## config.mk

```make
export PLATFORM = sky130hd
export DESIGN_NAME = spi_acl_responder_flat
export DESIGN_NICKNAME = d
export VERILOG_FILES = /design/src/rtl/spi_acl_pkg.sv /design/src/rtl/spi_acl_responder_if.sv /design/src/rtl/spi_sync_edge.sv /design/src/rtl/spi_acl_responder.sv /design/src/flat_wrapper.sv
export SDC_FILE = /design/constraint.sdc
export NUM_CORES = 1
export LEC_CHECK = 0
export BUFFER_PORTS_ARGS = -buffer_cell sky130_fd_sc_hd__buf_4
export CORE_ASPECT_RATIO = 0.9
export CORE_MARGIN = 2
export CORE_UTILIZATION = 57
export DETAILED_ROUTE_END_ITERATION = 12
export HOLD_SLACK_MARGIN = 0.06
export PLACE_DENSITY_LB_ADDON = 0.3
export SLEW_MARGIN = 15
export SYNTH_ARGS = -nofsm -noshare
export SYNTH_HDL_FRONTEND = slang
export SYNTH_SLANG_ARGS = --single-unit
```

## constraint.sdc

```tcl
create_clock -name clk -period 3.6 [get_ports clk]
set_input_delay 0.18 -clock clk [delete_from_list [all_inputs] [get_ports clk]]
set_output_delay 0.18 -clock clk [all_outputs]
set_load 0.02 [all_outputs]
```

## src/rtl/spi_acl_pkg.sv

```systemverilog
// Shared constants and types for the ADXL362-style SPI responder.
// Also imported by the matching SPI master.
package spi_acl_pkg;

  localparam logic [7:0] CMD_WRITE  = 8'h0A;
  localparam logic [7:0] CMD_READ   = 8'h0B;

  localparam logic [7:0] DEVID_AD   = 8'h00;
  localparam logic [7:0] XDATA_L    = 8'h0E;
  localparam logic [7:0] XDATA_H    = 8'h0F;
  localparam logic [7:0] YDATA_L    = 8'h10;
  localparam logic [7:0] YDATA_H    = 8'h11;
  localparam logic [7:0] ZDATA_L    = 8'h12;
  localparam logic [7:0] ZDATA_H    = 8'h13;
  localparam logic [7:0] POWER_CTL  = 8'h2D;

  typedef enum logic [2:0] {
    ST_IDLE,
    ST_CMD,
    ST_ADDR,
    ST_WDATA,
    ST_RDATA,
    ST_IGNORE
  } spi_state_t;

  function automatic logic is_ro(input logic [7:0] a);
    return (a == DEVID_AD) || ((a >= XDATA_L) && (a <= ZDATA_H));
  endfunction

endpackage

```

## src/rtl/spi_acl_responder_if.sv

```systemverilog
// SPI bus bundle between accelerometer master and responder.
// miso is 0 whenever the responder is not selected.
interface spi_acl_responder_if;
  logic sclk;
  logic mosi;
  logic cs_n;
  logic miso;

  modport master (output sclk, output mosi, output cs_n, input miso);
  modport slave  (input sclk, input mosi, input cs_n, output miso);
endinterface

```

## src/rtl/spi_sync_edge.sv

```systemverilog
// Multi-stage synchronizer for one async SPI pin plus
// single-flop rise/fall detection on the synchronized level.
module spi_sync_edge #(
  parameter int   STAGES  = 2,
  parameter logic RST_VAL = 1'b0
) (
  input  logic clk,
  input  logic rst,
  input  logic d,
  output logic level,
  output logic rise,
  output logic fall
);

  logic [STAGES-1:0] sync_q;
  logic              prev_q;

  // Shift the pin through the synchronizer and keep the last level
  always_ff @(posedge clk) begin
    if (rst) begin
      sync_q <= {STAGES{RST_VAL}};
      prev_q <= RST_VAL;
    end else begin
      sync_q <= {sync_q[STAGES-2:0], d};
      prev_q <= sync_q[STAGES-1];
    end
  end

  assign level = sync_q[STAGES-1];
  assign rise  = level & ~prev_q;
  assign fall  = ~level & prev_q;

endmodule

```

## src/rtl/spi_acl_responder.sv

```systemverilog
// ADXL362-style SPI responder: register file, sample snapshot, burst access.
// Optional data-ready interrupt enabled by macro SPI_RESP_INT_EN.
module spi_acl_responder
  import spi_acl_pkg::*;
#(
  parameter int         ADDR_W      = 6,
  parameter logic [7:0] DEVID       = 8'hAD,
  parameter int         SYNC_STAGES = 2
) (
  input  logic               clk,
  input  logic               rst,
  spi_acl_responder_if.slave spi,
  input  logic signed [15:0] x_in,
  input  logic signed [15:0] y_in,
  input  logic signed [15:0] z_in,
  input  logic               sample_valid,
  output logic               wr_strobe,
  output logic [ADDR_W-1:0]  wr_addr,
  output logic [7:0]         wr_data,
  output logic               busy,
  output logic               int_out
);

  localparam int DEPTH = 2 ** ADDR_W;

  logic sclk_rise, sclk_fall;
  logic mosi_s;
  logic cs_s, cs_rise, cs_fall;

  spi_sync_edge #(.STAGES(SYNC_STAGES), .RST_VAL(1'b0)) u_sclk (
    .clk(clk), .rst(rst), .d(spi.sclk),
    .level(), .rise(sclk_rise), .fall(sclk_fall)
  );

  spi_sync_edge #(.STAGES(SYNC_STAGES), .RST_VAL(1'b0)) u_mosi (
    .clk(clk), .rst(rst), .d(spi.mosi),
    .level(mosi_s), .rise(), .fall()
  );

  spi_sync_edge #(.STAGES(SYNC_STAGES), .RST_VAL(1'b1)) u_cs (
    .clk(clk), .rst(rst), .d(spi.cs_n),
    .level(cs_s), .rise(cs_rise), .fall(cs_fall)
  );

  spi_state_t        state_q, state_d;
  logic [7:0]        regs [DEPTH];
  logic [47:0]       live_q, snap_q;
  logic [6:0]        sh_in;
  logic [2:0]        bit_cnt, fall_cnt;
  logic [7:0]        sh_out;
  logic [ADDR_W-1:0] addr_q;
  logic              rd_q, miso_q, cover_q;

  logic [7:0]        rx_byte;
  logic              byte_done;
  logic [ADDR_W-1:0] addr_nx, addr_rx;
  logic              wr_commit;

  assign rx_byte   = {sh_in, mosi_s};
  assign byte_done = sclk_rise && (bit_cnt == 3'd7);
  assign addr_nx   = addr_q + ADDR_W'(1);
  assign addr_rx   = rx_byte[ADDR_W-1:0];
  assign wr_commit = (state_q == ST_WDATA) && byte_done
                   && !is_ro(8'(addr_q));

  function automatic logic [7:0] rd_val(input logic [ADDR_W-1:0] a);
    logic [7:0] a8;
    logic [7:0] off;
    a8  = 8'(a);
    off = a8 - XDATA_L;
    if ((a8 >= XDATA_L) && (a8 <= ZDATA_H))
      return snap_q[{off[2:0], 3'b000} +: 8];
    return regs[a];
  endfunction

  // FSM state register
  always_ff @(posedge clk) begin
    if (rst) state_q <= ST_IDLE;
    else     state_q <= state_d;
  end

  // FSM next state: byte boundaries advance, cs_n rise always ends
  always_comb begin
    state_d = state_q;
    unique case (state_q)
      ST_IDLE: if (cs_fall) state_d = ST_CMD;
      ST_CMD:
        if (byte_done)
          state_d = ((rx_byte == CMD_WRITE) || (rx_byte == CMD_READ))
                  ? ST_ADDR : ST_IGNORE;
      ST_ADDR:
        if (byte_done) state_d = rd_q ? ST_RDATA : ST_WDATA;
      default: ;
    endcase
    if (cs_rise) state_d = ST_IDLE;
  end

  // Live sample capture; snapshot freezes it at transaction start
  always_ff @(posedge clk) begin
    if (rst) begin
      live_q <= '0;
      snap_q <= '0;
    end else begin
      if (sample_valid) live_q <= {z_in, y_in, x_in};
      if (cs_fall)      snap_q <= live_q;
    end
  end

  // Register file and write-report outputs
  always_ff @(posedge clk) begin
    if (rst) begin
      for (int i = 0; i < DEPTH; i++)
        regs[i] <= (i == 0) ? DEVID : 8'h00;
      wr_strobe <= 1'b0;
      wr_addr   <= '0;
      wr_data   <= '0;
    end else begin
      wr_strobe <= 1'b0;
      if (wr_commit) begin
        regs[addr_q] <= rx_byte;
        wr_strobe    <= 1'b1;
        wr_addr      <= addr_q;
        wr_data      <= rx_byte;
      end
    end
  end

  // Serial shift, address tracking and miso drive
  always_ff @(posedge clk) begin
    if (rst) begin
      sh_in    <= '0;
      bit_cnt  <= '0;
      fall_cnt <= '0;
      sh_out   <= '0;
      addr_q   <= '0;
      rd_q     <= 1'b0;
      miso_q   <= 1'b0;
      cover_q  <= 1'b0;
      busy     <= 1'b0;
    end else begin
      if (cs_fall) begin
        bit_cnt  <= '0;
        fall_cnt <= '0;
        cover_q  <= 1'b0;
        busy     <= 1'b1;
      end
      if (sclk_rise && (state_q != ST_IDLE)) begin
        sh_in   <= rx_byte[6:0];
        bit_cnt <= bit_cnt + 3'd1;
      end
      if ((state_q == ST_CMD) && byte_done)
        rd_q <= (rx_byte == CMD_READ);
      if ((state_q == ST_ADDR) && byte_done) begin
        addr_q <= addr_rx;
        if (rd_q) begin
          sh_out   <= rd_val(addr_rx);
          fall_cnt <= '0;
          cover_q  <= (8'(addr_rx) == XDATA_L);
        end
      end
      if ((state_q == ST_WDATA) && byte_done)
        addr_q <= addr_nx;
      if ((state_q == ST_RDATA) && sclk_fall) begin
        miso_q   <= sh_out[7];
        fall_cnt <= fall_cnt + 3'd1;
        if (fall_cnt == 3'd7) begin
          sh_out <= rd_val(addr_nx);
          addr_q <= addr_nx;
          if (8'(addr_nx) == XDATA_L) cover_q <= 1'b1;
        end else begin
          sh_out <= {sh_out[6:0], 1'b0};
        end
      end
      if (cs_rise) begin
        miso_q <= 1'b0;
        busy   <= 1'b0;
      end
    end
  end

  assign spi.miso = miso_q & ~cs_s;

`ifdef SPI_RESP_INT_EN
  localparam logic [ADDR_W-1:0] PWR_IDX = ADDR_W'(POWER_CTL);

  logic int_q;
  logic int_set, int_clr;

  assign int_set = sample_valid && (regs[PWR_IDX][1:0] == 2'b10);
  assign int_clr = cs_rise && rd_q && cover_q
                 && (state_q == ST_RDATA);

  // Data-ready flag: set on new sample, cleared once X was read out
  always_ff @(posedge clk) begin
    if (rst)          int_q <= 1'b0;
    else if (int_set) int_q <= 1'b1;
    else if (int_clr) int_q <= 1'b0;
  end

  assign int_out = int_q;
`else
  assign int_out = 1'b0;
`endif

endmodule

```

## src/flat_wrapper.sv

```systemverilog
// flat-port wrapper written by rule: the top's interface ports become plain ports
module spi_acl_responder_flat import spi_acl_pkg::*;
#(
  parameter int         ADDR_W      = 6,
  parameter logic [7:0] DEVID       = 8'hAD,
  parameter int         SYNC_STAGES = 2
)
  (clk, rst, x_in, y_in, z_in, sample_valid, wr_strobe, wr_addr, wr_data, busy, int_out, spi_sclk, spi_mosi, spi_cs_n, spi_miso);
  spi_acl_responder_if spi_i ();
  input  logic clk;
  input  logic rst;
  input  logic signed [15:0] x_in;
  input  logic signed [15:0] y_in;
  input  logic signed [15:0] z_in;
  input  logic sample_valid;
  output logic wr_strobe;
  output logic [ADDR_W-1:0] wr_addr;
  output logic [7:0] wr_data;
  output logic busy;
  output logic int_out;
  input wire logic [$bits(spi_i.sclk)-1:0] spi_sclk;
  input wire logic [$bits(spi_i.mosi)-1:0] spi_mosi;
  input wire logic [$bits(spi_i.cs_n)-1:0] spi_cs_n;
  output wire logic [$bits(spi_i.miso)-1:0] spi_miso;
  assign spi_i.sclk = spi_sclk;
  assign spi_i.mosi = spi_mosi;
  assign spi_i.cs_n = spi_cs_n;
  assign spi_miso = spi_i.miso;
  spi_acl_responder #(.ADDR_W(ADDR_W), .DEVID(DEVID), .SYNC_STAGES(SYNC_STAGES)) u_core (.clk(clk), .rst(rst), .spi(spi_i), .x_in(x_in), .y_in(y_in), .z_in(z_in), .sample_valid(sample_valid), .wr_strobe(wr_strobe), .wr_addr(wr_addr), .wr_data(wr_data), .busy(busy), .int_out(int_out));
endmodule
```

---- Word level (Yosys, flattened, before mapping) ----
Memories as Yosys holds them, arrays and structs flattened.
Index checks and enable logic that the tools add are counted.
storage, ports and cells
  latch bits .............................. 0
  logic and storage cells ................. 117
  register bits ........................... 152
  output and inout port bits .............. 18
  memories kept ........................... 1
  memory bits (writable) .................. 512
  input port bits ......................... 54
  ROM bits ................................ 0
operators by class
  mux-type cells .......................... 40
  bitwise logic cells ..................... 9
  shift-type cells ........................ 2
  divide/modulo/power cells ............... 0
  $lt $le $gt $ge ......................... 6
  $add $sub $neg .......................... 5
  eq/ne operators ......................... 11
  multiply operators ...................... 0
  reductions and logical operators ........ 24
memories
  name         words  bits a word  rd ports  clocked after Yosys merged registers in  write ports  RTL line                 text
  u_core.regs  64     8            2         0                                        64           spi_acl_responder.sv:46  logic [7:0] regs [DEPTH];
operator list
  cell                 number
  $shiftx 48x7->8      2
  $mux 8               9
  $mux 3               11
  $mux 6               5
  $ge 6x4->1 const B   3
  $le 6x5->1 const B   3
  $eq 8x4->1 const B   2
  $mux 1               14
  $logic_and 1x1->1    10
  $eq 3x3->1 const B   3
  $pmux 3 s3           1
  $reduce_or 8->1      1
  $add 3x1->3 const B  2
  $add 6x1->6 const B  1
  $eq 3x2->1 const B   2
  $logic_not 6->1      1
  $ne 2x1->1 const B   3
  $reduce_bool 2->1    3
  $reduce_bool 3->1    2
  $sub 3x3->3 const B  2
  $and 1x1->1          5
  $not 1->1            4
  $reduce_and 4->1     1
  $eq 3x1->1 const B   1
  5 further kinds      6

---- Longest topological paths before layout ----
  word-level depth ........................ 10
  mapped depth ............................ 17
  depth with buffers taken out ............ 9

---- Cells and area by module ----
A second synthesis with hierarchy kept.
second synthesis, totals
  cells, all modules ...................... 2701
  area total of the unflattened synthesis .. 34267.9 µm²
modules (own cells, without submodules)
  module                              cells an instance  sequential area each (µm²)  area each (µm²)  instances
  spi_acl_responder                   2677               18137.4                     33992.6          1
  spi_sync_edge at u_core.u_mosi ...  8                  60.1                        91.3             2
  spi_sync_edge at u_core.u_cs        8                  60.1                        92.6             1

---- Worst setup path before layout ----
No wires, ideal clock.
  path kind ............................... flip-flop to flip-flop
  from .................................... register u_core.addr_q[0]
  to ...................................... register u_core.sh_out[3]
  period minus slack after synthesis ...... 3.427 ns
  buffers on the path ..................... 8
  slack ................................... 0.173 ns
  library setup time ...................... 0.132 ns
  data required time ...................... 3.468 ns
  cell stages (with the launch flop) ...... 16
  arrival time ............................ 3.296 ns
  path through ............................ dfxtp_1 -> buf_4 -> buf_2 -> buf_4 -> inv_1 -> buf_2 -> ha_1 -> buf_6 -> buf_6 -> buf_6 -> buf_4 -> mux4_2 -> o31ai_1 -> a21oi_1 -> a2111oi_0 -> nor4_1
on the way
  cells in the longest elaborated chain, start to end .. 10
  elaborated cells on any way between the ends .. 15
  classes of those cells .................. 2 x add/sub; 2 x order compare; 1 x shift; 8 x mux; 1 x reduce/logical; 1 x memory
ends and longest elaborated chain
  what                                                                 RTL line                  text
  start, declared                                                      spi_acl_responder.sv:51   logic [ADDR_W-1:0] addr_q;
  start signal, assigned                                               spi_acl_responder.sv:154  addr_q <= addr_rx;
  start signal, assigned                                               spi_acl_responder.sv:162  addr_q <= addr_nx;
  start signal, assigned                                               spi_acl_responder.sv:168  addr_q <= addr_nx;
  $add 6x1->6 (*)                                                      spi_acl_responder.sv:61   assign addr_nx = addr_q + ADDR_W'(1);
  parallel branches: the longest is 6 deep, another holds $sub 3x3->3  --
  $mux 8 (*)                                                           spi_acl_responder.sv:73   return regs[a];
  $mux 8 (*)                                                           spi_acl_responder.sv:166  if (fall_cnt == 3'd7) begin
  $mux 8 (*)                                                           spi_acl_responder.sv:163  if ((state_q == ST_RDATA) && sclk_fall) begin
  end signal, assigned                                                 spi_acl_responder.sv:156  sh_out <= rd_val(addr_rx);
  end signal, assigned                                                 spi_acl_responder.sv:167  sh_out <= rd_val(addr_nx);
  end signal, assigned                                                 spi_acl_responder.sv:171  sh_out <= {sh_out[6:0], 1'b0};
  end, declared                                                        spi_acl_responder.sv:50   logic [7:0] sh_out;
Every way passes the cells marked *. The select of a mux whose other input is x is not followed.
A chain may end at the register's enable or synchronous reset.

---- Worst setup path in the final report ----
  from .................................... register u_core.addr_q[0]
  to ...................................... register u_core.sh_out[1]
Same word-level chain as after synthesis.

==> results.md <==
- Power per standard cell area: between 400 and 500 nW/um^2
- First-pass GRT wire length: 161000 um
- Final Power: 16.4 mW
- Final slew viol count: 0
- Post-route setup TNS: 0 ns
- I/O pin cnt: between 70 and 80
- Antenna violations before repair: 4
- Largest net degree at the start of global routing: 109
- Layout cell share with drive strength beyond 1: 0.217
- CP endpoint kind: flip-flop
- # rows: 85
- Syn_area_per_cell: between 10 and 15 sq um
- Filler cells: ~4400
- Critical path class: reg -> reg
- Die width: 262 um
- Final number of setup-violating endpoints: 0
- CTS max path bufs: 3
- Total Routing Usage GR: 0.349
- Worst-case clock skew: roughly 0.022 ns
- Count of cell types in the netlist: 77
- Leakage: 13.2 nW
- Post-synthesis register bit count: 657
- Die ar.: around 62000 sq um
- Gp weighted congestion: 0.978
- Critical Path RT: approximately 4 ns
- Worst-Skew Late Latency: 0.63 ns
- DRT Pass-1 Iters: 8
- Final WS setup: approximately 0.19 ns
- Grt ovf: 0
- ANT nets after route: 0
- P&R area growth vs syn: 12.7%
- Clock Pin Slew Worst Setup and Hold Paths: approximately 0.070 ns
- Minimum clock period: roughly 3.4 ns
- Mapped Area: approximately 34000 sq um
- Number of global-route vias before repair: ~25000
- Async SR Flop Fraction: 0
- Peak VDD IR: ~400 uV
- Max cap viols: 0
- Number of cells upsized or downsized after cts: 0
- Final Hold Fails: 0
- Seq/Total Area, Yosys: 0.531
- Commonest non-fill, non-tap cell in the layout: edfxtp_1
- Top_reg_cell synth: edfxtp_1
- Net Sw Frac: 0.221
- WL final: about 110000 um
- Clock power frac: 0.427
- DR vias: around 26000
- FMAX: 293 MHz
- Status: completed
- Worst Path Max Fanout: around 100
- Die Y: about 240 um
- Most frequent cells in the layout: edfxtp_1 (505), nand2_1 (267), nor3_1 (259)
- RSZ-0062 raised after global routing: no
- Worst slew pin tran: 1.13 ns
- R2R Setup Slk: 0.19 ns
- Clk sink count: 657
- Post-DP HPWL: 72200 um
- Setup bufs post-CTS: 0
- YS warnings: 0
- Number of CTS-inserted buffers: slightly below 70
- Number of synthesized flops with an enable pin: between 500 and 600
- H-tree depth: 3
- Switching Power: around 3.6 mW
- Crit path launch type: flip-flop
- Nets@finish: ~3000
- Starting density of the core: 0.574
- CTS root buf: clkbuf_16
- Flop pwr share: 0.524
- Final Hold Slack: 0.0703 ns
- Final Cycle Share: 0.947
- Internal: 12.7 mW
- Slew headroom: 0.243
- Logic pwr share: 0.049
- Iteration-0 DRC count of the detailed router: about 3500
- Cells after Synth: 2826
- Number of port buffers: 70
- WP data arrival: approximately 3.9 ns
- DRC viols: 0
- Routed len/inst: around 29 um
- DR vias/cell: 6.84
- Dpl ws: ~0.25 ns
- Core area: 59700 sq um
- Hold Crit Class: in -> reg
- CTS tree: done
[kinds of logic (layout without fill, tap and decap cells)]
logic type,Yosys count,count (layout),synth area share
simple gates,1157,1157,0.167
flops,657,657,0.531
mux,394,394,0.197
compound gates,301,301,0.0579
buf+inv,299,396,0.0410
xor+xnor,9,9,0.00296
fa+ha+maj,8,8,0.00292
other cells,1,43,0.000109
[area by class of cell]
class                           count  area, sq um  share of cell area
Inverter                           13         48.8             0.00126
Timing Repair Buffer              263         2330              0.0604
Clock buffer                       90         1880              0.0486
Tap cell                          783          980              0.0254
Multi-Input combinational cell   1911        14900               0.385
Antenna cell                        1         2.50           0.0000648
Sequential cell                   657        18200               0.472
Clock inverter                     30          275             0.00713
[registers in the layout, indices dropped and copies added, names as in the netlist, 3 cells and up]
name	cells
u_core.state_q	3
u_core.bit_cnt	3
u_core.wr_addr	6
u_core.regs	505
u_core.live_q	48
u_core.snap_q	48
u_core.sh_out	8
u_core.addr_q	6
u_core.wr_data	8
u_core.sh_in	7
u_core.fall_cnt	3
[metal layers]
metal  vias up  part of all wire  global-route usage
met1     12700              0.38               0.474
met2      1902              0.46               0.544
met4         4             0.041               0.135
met5         -           0.00025                   0
met3       327              0.12              0.0912
li1      10700                 -                   -
[metrics by stage]
stage | cell area (sq um) | utilization | instances
final | 38600 | 0.647 | 3748
after global routing | 38600 | 0.647 | 3747
after CTS | 38600 | 0.647 | 3747
after global placement | 36000 | 0.603 | 3576
after floorplan | 34400 | - | 2867
after detailed placement | 36000 | 0.603 | 3576
[synthesized netlist by cell type (15+ instances only)]
| library cell | instances | share of area |
|---|---|---|
| dfxtp_1 | 152 | 0.089 |
| nor3_1 | 259 | 0.038 |
| clkbuf_1 | 168 | 0.018 |
| a21oi_1 | 103 | 0.015 |
| buf_2 | 58 | 0.0085 |
| nand2_1 | 267 | 0.029 |
| edfxtp_1 | 505 | 0.44 |
| buf_4 | 26 | 0.0057 |
| a31oi_1 | 20 | 0.0037 |
| and2_1 | 239 | 0.044 |
| a211oi_1 | 24 | 0.0053 |
| mux4_2 | 223 | 0.15 |
| buf_6 | 15 | 0.0049 |
| nor2b_1 | 16 | 0.0029 |
| or2_2 | 64 | 0.012 |
| a221oi_1 | 19 | 0.0049 |
| o21ai_0 | 42 | 0.0061 |
| nor2_1 | 212 | 0.023 |
| mux2i_1 | 151 | 0.044 |
| buf_1 | 19 | 0.0021 |
| mux2_2 | 20 | 0.0066 |
| nand3_1 | 40 | 0.0058 |
[power groups by stage]
stage	clock [mW]	sequential (mW)	combinational [mW]
final	6.99	8.57	0.802
after global placement	0	8.70	0.724
after floorplan	0	8.63	0.531
after CTS	7.01	8.56	0.788
after global routing	7.30	8.59	0.847
after detailed placement	0	8.72	0.738
[critical path, cell delays in order (launching register included)]
cell	delay (ns)
dfxtp_4	0.37
buf_12	0.44
and2_1	0.39
o21ai_0	0.12
a32oi_1	0.77
a211oi_1	0.10
a2111oi_0	0.53
a2111oi_0	0.14
a2111oi_1	0.35
[worst paths after layout]
kind | startpoint | to | cells past startpoint
setup / recovery | u_core.addr_q[0] | u_core.sh_out[1] | 8
hold / removal | rst | u_core.u_mosi.sync_q[0] | 2
setup reg to reg | u_core.addr_q[0] | u_core.sh_out[1] | 8
hold reg to reg | u_core.u_cs.sync_q[0] | u_core.u_cs.sync_q[1] | 1
[what timing repair did]
action / CTS / global route
endpoints found under the hold margin: 51 / 0
setup endpoints to repair: 0 / 0
hold buffers: 51 / 0
(Power assumes the default switching activity.)
